<file path="src/rtl/adc_scan_ctrl_if.sv">
// Conversion handshake between adc_scan_ctrl and the ADC SPI engine.
//   conv_start : one-cycle frame start (controller -> engine)
//   conv_addr  : channel address shifted out in the frame (controller -> engine)
//   conv_done  : one-cycle frame complete (engine -> controller)
//   conv_data  : result for the address sent in the previous frame (engine -> controller)
interface adc_scan_ctrl_if;
  logic       conv_start;
  logic [2:0] conv_addr;
  logic       conv_done;
  logic [7:0] conv_data;

  modport master (output conv_start, conv_addr, input conv_done, conv_data);
  modport slave  (input conv_start, conv_addr, output conv_done, conv_data);
endinterface

</file>
<file path="src/rtl/adc_scan_ctrl.sv">
// adc_scan_ctrl: sweeps the masked channels of an ADC088S102 through its SPI
// engine, realigns the one-frame result pipeline, filters jitter with
// per-channel hysteresis and keeps results in a readable bank with sticky
// change flags.
//   clk, reset_n          : system clock, synchronous active-low reset
//   enable, ch_mask       : run control and channel selection
//   conv                  : handshake to the SPI engine (master side)
//   rd_addr / rd_data     : bank read port, 1-cycle latency
//   changed / clr_changed : sticky change flags, write-1-to-clear
//   sweep_done            : pulse when the highest masked channel is stored
//
// state | meaning
// IDLE  | stopped; waits for enable with a non-empty mask
// ISSUE | one cycle; launches a frame for next_ch
// WAIT  | frame outstanding; processes result or times out
// GAP   | idle spacing between sweeps
module adc_scan_ctrl #(
  parameter int unsigned HYST     = 2,
  parameter int unsigned SCAN_GAP = 1000,
  parameter int unsigned TIMEOUT  = 4095
) (
  input  logic                   clk,
  input  logic                   reset_n,
  input  logic                   enable,
  input  logic [7:0]             ch_mask,
  adc_scan_ctrl_if.master        conv,
  input  logic [2:0]             rd_addr,
  output logic [7:0]             rd_data,
  output logic [7:0]             changed,
  input  logic [7:0]             clr_changed,
  output logic                   sweep_done
);

  localparam int TMR_W = $clog2(TIMEOUT + 2);
  localparam int GAP_W = $clog2(SCAN_GAP + 2);

  typedef enum logic [1:0] {IDLE, ISSUE, WAIT, GAP} state_t;

  state_t            state;
  logic [2:0]        next_ch;
  logic [2:0]        prev_addr;
  logic              primed;
  logic              stop_req;
  logic [TMR_W-1:0]  timer;
  logic [GAP_W-1:0]  gap_cnt;
  logic [7:0]        bank [8];
  logic [7:0]        valid;

  function automatic logic [2:0] lowest_set(input logic [7:0] m);
    logic [2:0] r;
    r = 3'd0;
    for (int i = 7; i >= 0; i--) if (m[i]) r = 3'(i);
    return r;
  endfunction

  function automatic logic [2:0] highest_set(input logic [7:0] m);
    logic [2:0] r;
    r = 3'd0;
    for (int i = 0; i < 8; i++) if (m[i]) r = 3'(i);
    return r;
  endfunction

  // Lowest set bit strictly above cur, wrapping to the lowest set bit.
  function automatic logic [2:0] next_set_above(input logic [7:0] m, input logic [2:0] cur);
    logic [2:0] r;
    r = lowest_set(m);
    for (int i = 7; i >= 0; i--) if (m[i] && (3'(i) > cur)) r = 3'(i);
    return r;
  endfunction

  logic       stop_now;
  logic       take;
  logic       last_hit;
  logic [7:0] stored;
  logic [8:0] diff;
  logic [8:0] abs_diff;
  logic       do_update;
  logic [7:0] chg_set;

  assign stop_now = !enable || (ch_mask == 8'd0);
  // Results only count once the pipeline holds a real address (primed).
  assign take     = (state == WAIT) && conv.conv_done && primed;
  assign last_hit = primed && (ch_mask != 8'd0) && (prev_addr == highest_set(ch_mask));
  assign stored   = bank[prev_addr];
  assign diff     = {1'b0, conv.conv_data} - {1'b0, stored};
  assign abs_diff = diff[8] ? (9'd0 - diff) : diff;

  always_comb begin
    do_update = 1'b0;
    chg_set   = 8'd0;
    if (take) begin
      if (!valid[prev_addr]) begin
        do_update          = 1'b1;
        chg_set[prev_addr] = (conv.conv_data != 8'd0);
      end else if ((32'(abs_diff) >= HYST) && (conv.conv_data != stored)) begin
        do_update          = 1'b1;
        chg_set[prev_addr] = 1'b1;
      end
    end
  end

  always_ff @(posedge clk) begin
    if (!reset_n) begin
      state           <= IDLE;
      conv.conv_start <= 1'b0;
      conv.conv_addr  <= 3'd0;
      prev_addr       <= 3'd0;
      next_ch         <= 3'd0;
      primed          <= 1'b0;
      stop_req        <= 1'b0;
      timer           <= '0;
      gap_cnt         <= '0;
      sweep_done      <= 1'b0;
    end else begin
      conv.conv_start <= 1'b0;
      sweep_done      <= 1'b0;
      case (state)
        IDLE: begin
          stop_req <= 1'b0;
          if (!stop_now) begin
            next_ch <= lowest_set(ch_mask);
            primed  <= 1'b0;
            state   <= ISSUE;
          end
        end
        ISSUE: begin
          conv.conv_start <= 1'b1;
          conv.conv_addr  <= next_ch;
          prev_addr       <= conv.conv_addr;
          timer           <= TMR_W'(TIMEOUT);
          if (stop_now) stop_req <= 1'b1;
          state <= WAIT;
        end
        WAIT: begin
          if (conv.conv_done) begin
            primed  <= 1'b1;
            next_ch <= next_set_above(ch_mask, conv.conv_addr);
            if (last_hit) sweep_done <= 1'b1;
            if (stop_now || stop_req) begin
              state <= IDLE;
            end else if (last_hit && (SCAN_GAP != 0)) begin
              gap_cnt <= GAP_W'((SCAN_GAP > 0) ? (SCAN_GAP - 1) : 0);
              state   <= GAP;
            end else begin
              state <= ISSUE;
            end
          end else if (timer == '0) begin
            // Abandoned frame breaks the address pipeline: retry and re-prime.
            primed  <= 1'b0;
            next_ch <= conv.conv_addr;
            state   <= (stop_now || stop_req) ? IDLE : ISSUE;
          end else begin
            timer <= timer - 1'b1;
            if (stop_now) stop_req <= 1'b1;
          end
        end
        GAP: begin
          if (stop_now) begin
            state <= IDLE;
          end else if (gap_cnt == '0) begin
            state <= ISSUE;
          end else begin
            gap_cnt <= gap_cnt - 1'b1;
          end
        end
        default: state <= IDLE;
      endcase
    end
  end

  always_ff @(posedge clk) begin
    if (!reset_n) begin
      for (int i = 0; i < 8; i++) bank[i] <= 8'd0;
      valid   <= 8'd0;
      changed <= 8'd0;
      rd_data <= 8'd0;
    end else begin
      rd_data <= bank[rd_addr];
      // Set has priority over a same-cycle clear.
      changed <= (changed & ~clr_changed) | chg_set;
      if (do_update) begin
        bank[prev_addr]  <= conv.conv_data;
        valid[prev_addr] <= 1'b1;
      end
    end
  end

endmodule
</file>
<file path="src/flat_wrapper.sv">
// flat-port wrapper written by rule: the top's interface ports become plain ports
module adc_scan_ctrl_flat 
#(
  parameter int unsigned HYST     = 2,
  parameter int unsigned SCAN_GAP = 1000,
  parameter int unsigned TIMEOUT  = 4095
)
  (clk, reset_n, enable, ch_mask, rd_addr, rd_data, changed, clr_changed, sweep_done, conv_conv_start, conv_conv_addr, conv_conv_done, conv_conv_data);
  adc_scan_ctrl_if conv_i ();
  input  logic clk;
  input  logic reset_n;
  input  logic enable;
  input  logic [7:0] ch_mask;
  input  logic [2:0] rd_addr;
  output logic [7:0] rd_data;
  output logic [7:0] changed;
  input  logic [7:0] clr_changed;
  output logic sweep_done;
  output wire logic [$bits(conv_i.conv_start)-1:0] conv_conv_start;
  output wire logic [$bits(conv_i.conv_addr)-1:0] conv_conv_addr;
  input wire logic [$bits(conv_i.conv_done)-1:0] conv_conv_done;
  input wire logic [$bits(conv_i.conv_data)-1:0] conv_conv_data;
  assign conv_conv_start = conv_i.conv_start;
  assign conv_conv_addr = conv_i.conv_addr;
  assign conv_i.conv_done = conv_conv_done;
  assign conv_i.conv_data = conv_conv_data;
  adc_scan_ctrl #(.HYST(HYST), .SCAN_GAP(SCAN_GAP), .TIMEOUT(TIMEOUT)) u_core (.clk(clk), .reset_n(reset_n), .enable(enable), .ch_mask(ch_mask), .conv(conv_i), .rd_addr(rd_addr), .rd_data(rd_data), .changed(changed), .clr_changed(clr_changed), .sweep_done(sweep_done));
endmodule
</file>
<file path="config.mk">
export PLATFORM = sky130hd
export DESIGN_NAME = adc_scan_ctrl_flat
export DESIGN_NICKNAME = d
export VERILOG_FILES = /design/src/rtl/adc_scan_ctrl_if.sv /design/src/rtl/adc_scan_ctrl.sv /design/src/flat_wrapper.sv
export SDC_FILE = /design/constraint.sdc
export NUM_CORES = 1
export LEC_CHECK = 0
export ABC_CLOCK_PERIOD_IN_PS = 13800
export CAP_MARGIN = 20
export CORE_MARGIN = 4
export CORE_UTILIZATION = 50
export DETAILED_ROUTE_END_ITERATION = 8
export PLACE_DENSITY = 0.77
export SYNTH_ARGS = -nofsm -noshare
export SYNTH_HDL_FRONTEND = slang
export SYNTH_SLANG_ARGS = --single-unit
</file>
<file path="constraint.sdc">
create_clock -name clk -period 13.8 [get_ports clk]
set_input_delay 2.76 -clock clk [delete_from_list [all_inputs] [get_ports clk]]
set_output_delay 2.76 -clock clk [all_outputs]
set_load 0.005 [all_outputs]
</file>
==> flow_summary.json <==
{
  "synth_cells": 673,
  "yosys.area.top_type": "edfxtp_1",
  "netlist_top_cells_area": "edfxtp_1 (27%), dfxtp_1 (18%), mux4_2 (11%)",
  "whs_ns": 0.459,
  "yosys.area_share.simple": 0.186,
  "synth_top_family_by_area": "simple AND/OR/NAND/NOR gates",
  "drive_gt1_frac": 0.125,
  "diodes": 0,
  "combPwrFrac": 0.185,
  "totalWireLength_microns": 18300,
  "grt_pass1_vias": 5489,
  "synthAdderAreaFrac": 0.0330,
  "finalHoldViolCount": 0,
  "hp-class": "flop to flop",
  "finalSetupViolCount": 0,
  "numPortBuffers": 51,
  "clk_pin_slew_ns": 0.06,
  "cts-root-buf": "clkbuf_16",
  "antenna_found_initial": 0,
  "h-tree-depth": 4,
  "endpoint": "u_core.bank[7][6]",
  "maxSlewHeadroom": 0.292,
  "first_pass_iters": 5,
  "syn_area_per_cell_sq_um": 10.5,
  "cts-resized-gates": 0,
  "end_kind": "flop",
  "numCtsBuffers": 17,
  "drc": 0,
  "worst_ep_arrival_time_ns": 6.61,
  "peakVddDrop_uv": 93.5,
  "clkSinkCount": 129,
  "required_ns": 13.84,
  "synth.distinct_cells": 65,
  "clk_latency_ns": 0.42,
  "cp-startpoint": "conv_conv_data[5]",
  "outcome": "complete, no violations",
  "fp.dieH_microns": 127,
  "ioPinCount": 52,
  "place_congestion": 0.916,
  "period_needed_ns": 6.57,
  "switchingPower_uw": 313,
  "async_reset_ff_frac": 0,
  "n_fill_cell": 1084,
  "dp_slack_ns": 6.71,
  "yosysSeqAreaShare": 0.457,
  "ys_warn_count": 0,
  "post_cts_buffers": 0,
  "yosys_most_used_dff": "dfxtp_1",
  "wl_per_cell_microns": 20.3,
  "synth-edff-count": 64,
  "final_area_sq_um": 8370,
  "ant_nets": 0,
  "worstPathMaxFanout": 88,
  "hpwlAfterDp_microns": 13300,
  "grt_use_total": 0.234,
  "synth_top_area_share": 0.273,
  "muxShareOfSynthArea": 0.143,
  "r2r_slack_ns": 8.60,
  "period_share": 0.476,
  "grt_max_degree": 89,
  "overflow": 0,
  "switching_share": 0.270,
  "start_kind": "input port",
  "timing.final.max_slew_violations": 0,
  "die_w_microns": 127,
  "drtIter0Drc": 493,
  "power_frac_seq": 0.395,
  "setup_tns_ns": 0,
  "cellLeakagePower_uw": 0.00285,
  "fin_skew_ns": 0.0110,
  "fp.dieArea_sq_um": 16100,
  "max_freq_ghz": 0.152,
  "rows": 43,
  "power.density_nw_per_um2": 138,
  "via_per_inst": 6.25,
  "start_util": 0.510,
  "syn-cell-area_sq_um": 7050,
  "synth_fp_nets": 722,
  "postCtsHoldBufs": 0,
  "synth_xor_area_frac": 0.0261,
  "maxCapViolCount": 0,
  "p_int_uw": 846,
  "synth-compound-area-share": 0.116,
  "rsz0062_at_grt": "no",
  "vias": 5631,
  "place_area_sq_um": 7630,
  "ff2ff_path_depth": 12,
  "clk_path_buf_depth": 2,
  "synth_seq_cells": 129,
  "worst-setup-path-type": "input port to flop",
  "grt_pass1_wl_microns": 29400,
  "worst_pin_slew_ns": 1.05,
  "timing.rr.end": "u_core.bank[7][6]",
  "setup_slack_ns": 7.23,
  "area_growth_pct": 18.8,
  "cts_tree": "done",
  "coreArea_sq_um": 13800,
  "p_clk_frac": 0.420,
  "p_total_uw": 1160,
  "layout.nets": 757
}
## Yosys cell counts (all sizes together) (12+ instances only)
master / instances
a21oi: 38
nor3: 74
mux2i: 22
nor2: 45
nand2: 44
nor4: 12
o31ai: 13
mux4: 34
ha: 17
edfxtp: 64
o21ai: 27
inv: 24
nand3b: 12
dfxtp: 65
clkbuf: 39
## registers in the layout, indices dropped and copies added, names as in the netlist, named ones only
name and count:
u_core.bank 64, u_core.prev_addr 3, u_core.sweep_done 1, u_core.changed 8
u_core.stop_req 1, u_core.timer 13, u_core.conv.conv_addr 3, u_core.next_ch 3
u_core.state 2, u_core.valid 8, u_core.gap_cnt 10, u_core.conv.conv_start 1
u_core.rd_data 8, u_core.primed 1
## per-layer routing
metal  routed length, microns  share of wire  vias up  track usage
met3                     1540          0.084       44       0.0573
met4                      554          0.030        0       0.0890
met2                     8870           0.48      260        0.387
met1                     7340           0.40     2713        0.297
met5                        0              0        -            0
li1                         -              -     2614            -
## kinds of logic (layout without fill, tap and decap cells)
kind of cell,Yosys count,after routing
adders and majority gates,18,18
and+or+nand+nor,253,253
DFF,129,129
AOI/OAI and AO/OA,122,122
buffers and inverters,72,120
xor gates and xnor gates,21,21
muxes,58,58
## critical path: stages
cell             delay (ns)
clkdlybuf4s50_1        0.51
ha_1                   0.53
or3b_2                 0.48
o211ai_1               0.10
a311oi_1               0.11
nor4_1                 0.42
a21o_1                 0.13
nor4_1                 0.04
o21a_2                 0.19
buf_4                  0.36
o21ai_0                0.94
## worst min path at each step
| stage | from | endpoint | slack, ns | cells after the start |
|---|---|---|---|---|
| 6_report | u_core.valid[4] | u_core.valid[4] | 0.46 | 2 |
| 5_1_grt | u_core.valid[6] | u_core.valid[6] | 0.49 | 2 |
| 4_1_cts | u_core.valid[4] | u_core.valid[4] | 0.46 | 2 |
| 3_5_place_dp | u_core.valid[4] | u_core.valid[4] | 0.44 | 2 |
| 3_3_place_gp | u_core.valid[7] | u_core.valid[7] | 0.44 | 2 |
| 2_1_floorplan | u_core.valid[2] | u_core.valid[2] | 0.42 | 2 |
## through the flow
| stage | utilization | instances |
|---|---|---|
| global route | 0.605 | 901 |
| finish | 0.605 | 901 |
| global placement | 0.552 | 861 |
| detailed placement | 0.552 | 861 |
| CTS | 0.599 | 893 |
| floorplan | - | 673 |
## cells in the final DEF, fill, tap and decap left out, types with 6 or more instances in the layout
cell type        Yosys  routed
inv_1               24      24
a211oi_1             7       7
ha_1                17      17
and3_1               6       6
o31ai_1             13      13
a21oi_1             38      38
nor3_1              74      74
clkdlybuf4s50_1      0      51
mux2i_1             22      22
mux4_2              34      34
nor2_1              45      45
nand3_1             11      11
edfxtp_1            64      64
xnor2_1             10      10
nand3b_1            12      12
dfxtp_1             65      65
clkbuf_16            0      18
o21ai_0             26      26
nand2_1             44      44
nand2b_1            11      11
nor4_1              12      12
or3_1                6       6
xor2_1              11      11
## power groups by stage
stage                     Sequential, uW  Clock (uW)  Combinational (uW)
after floorplan                      457           0                 157
after global placement               463           0                 199
after detailed placement             466           0                 208
after CTS                            459         490                 210
after global routing                 462         507                 237
final                                458         486                 214
## cell type report
cell class	count	area [sq um]	area share
multi-input cells	472	3550	0.424
flip-flops and latches	129	3220	0.385
repair buffers	64	636	0.0759
clock buffers	21	472	0.0564
well taps	180	225	0.0269
clock inverters	11	176	0.0211
inverters	24	90.1	0.0108
Note: power is estimated with default switching activity, not from simulation.
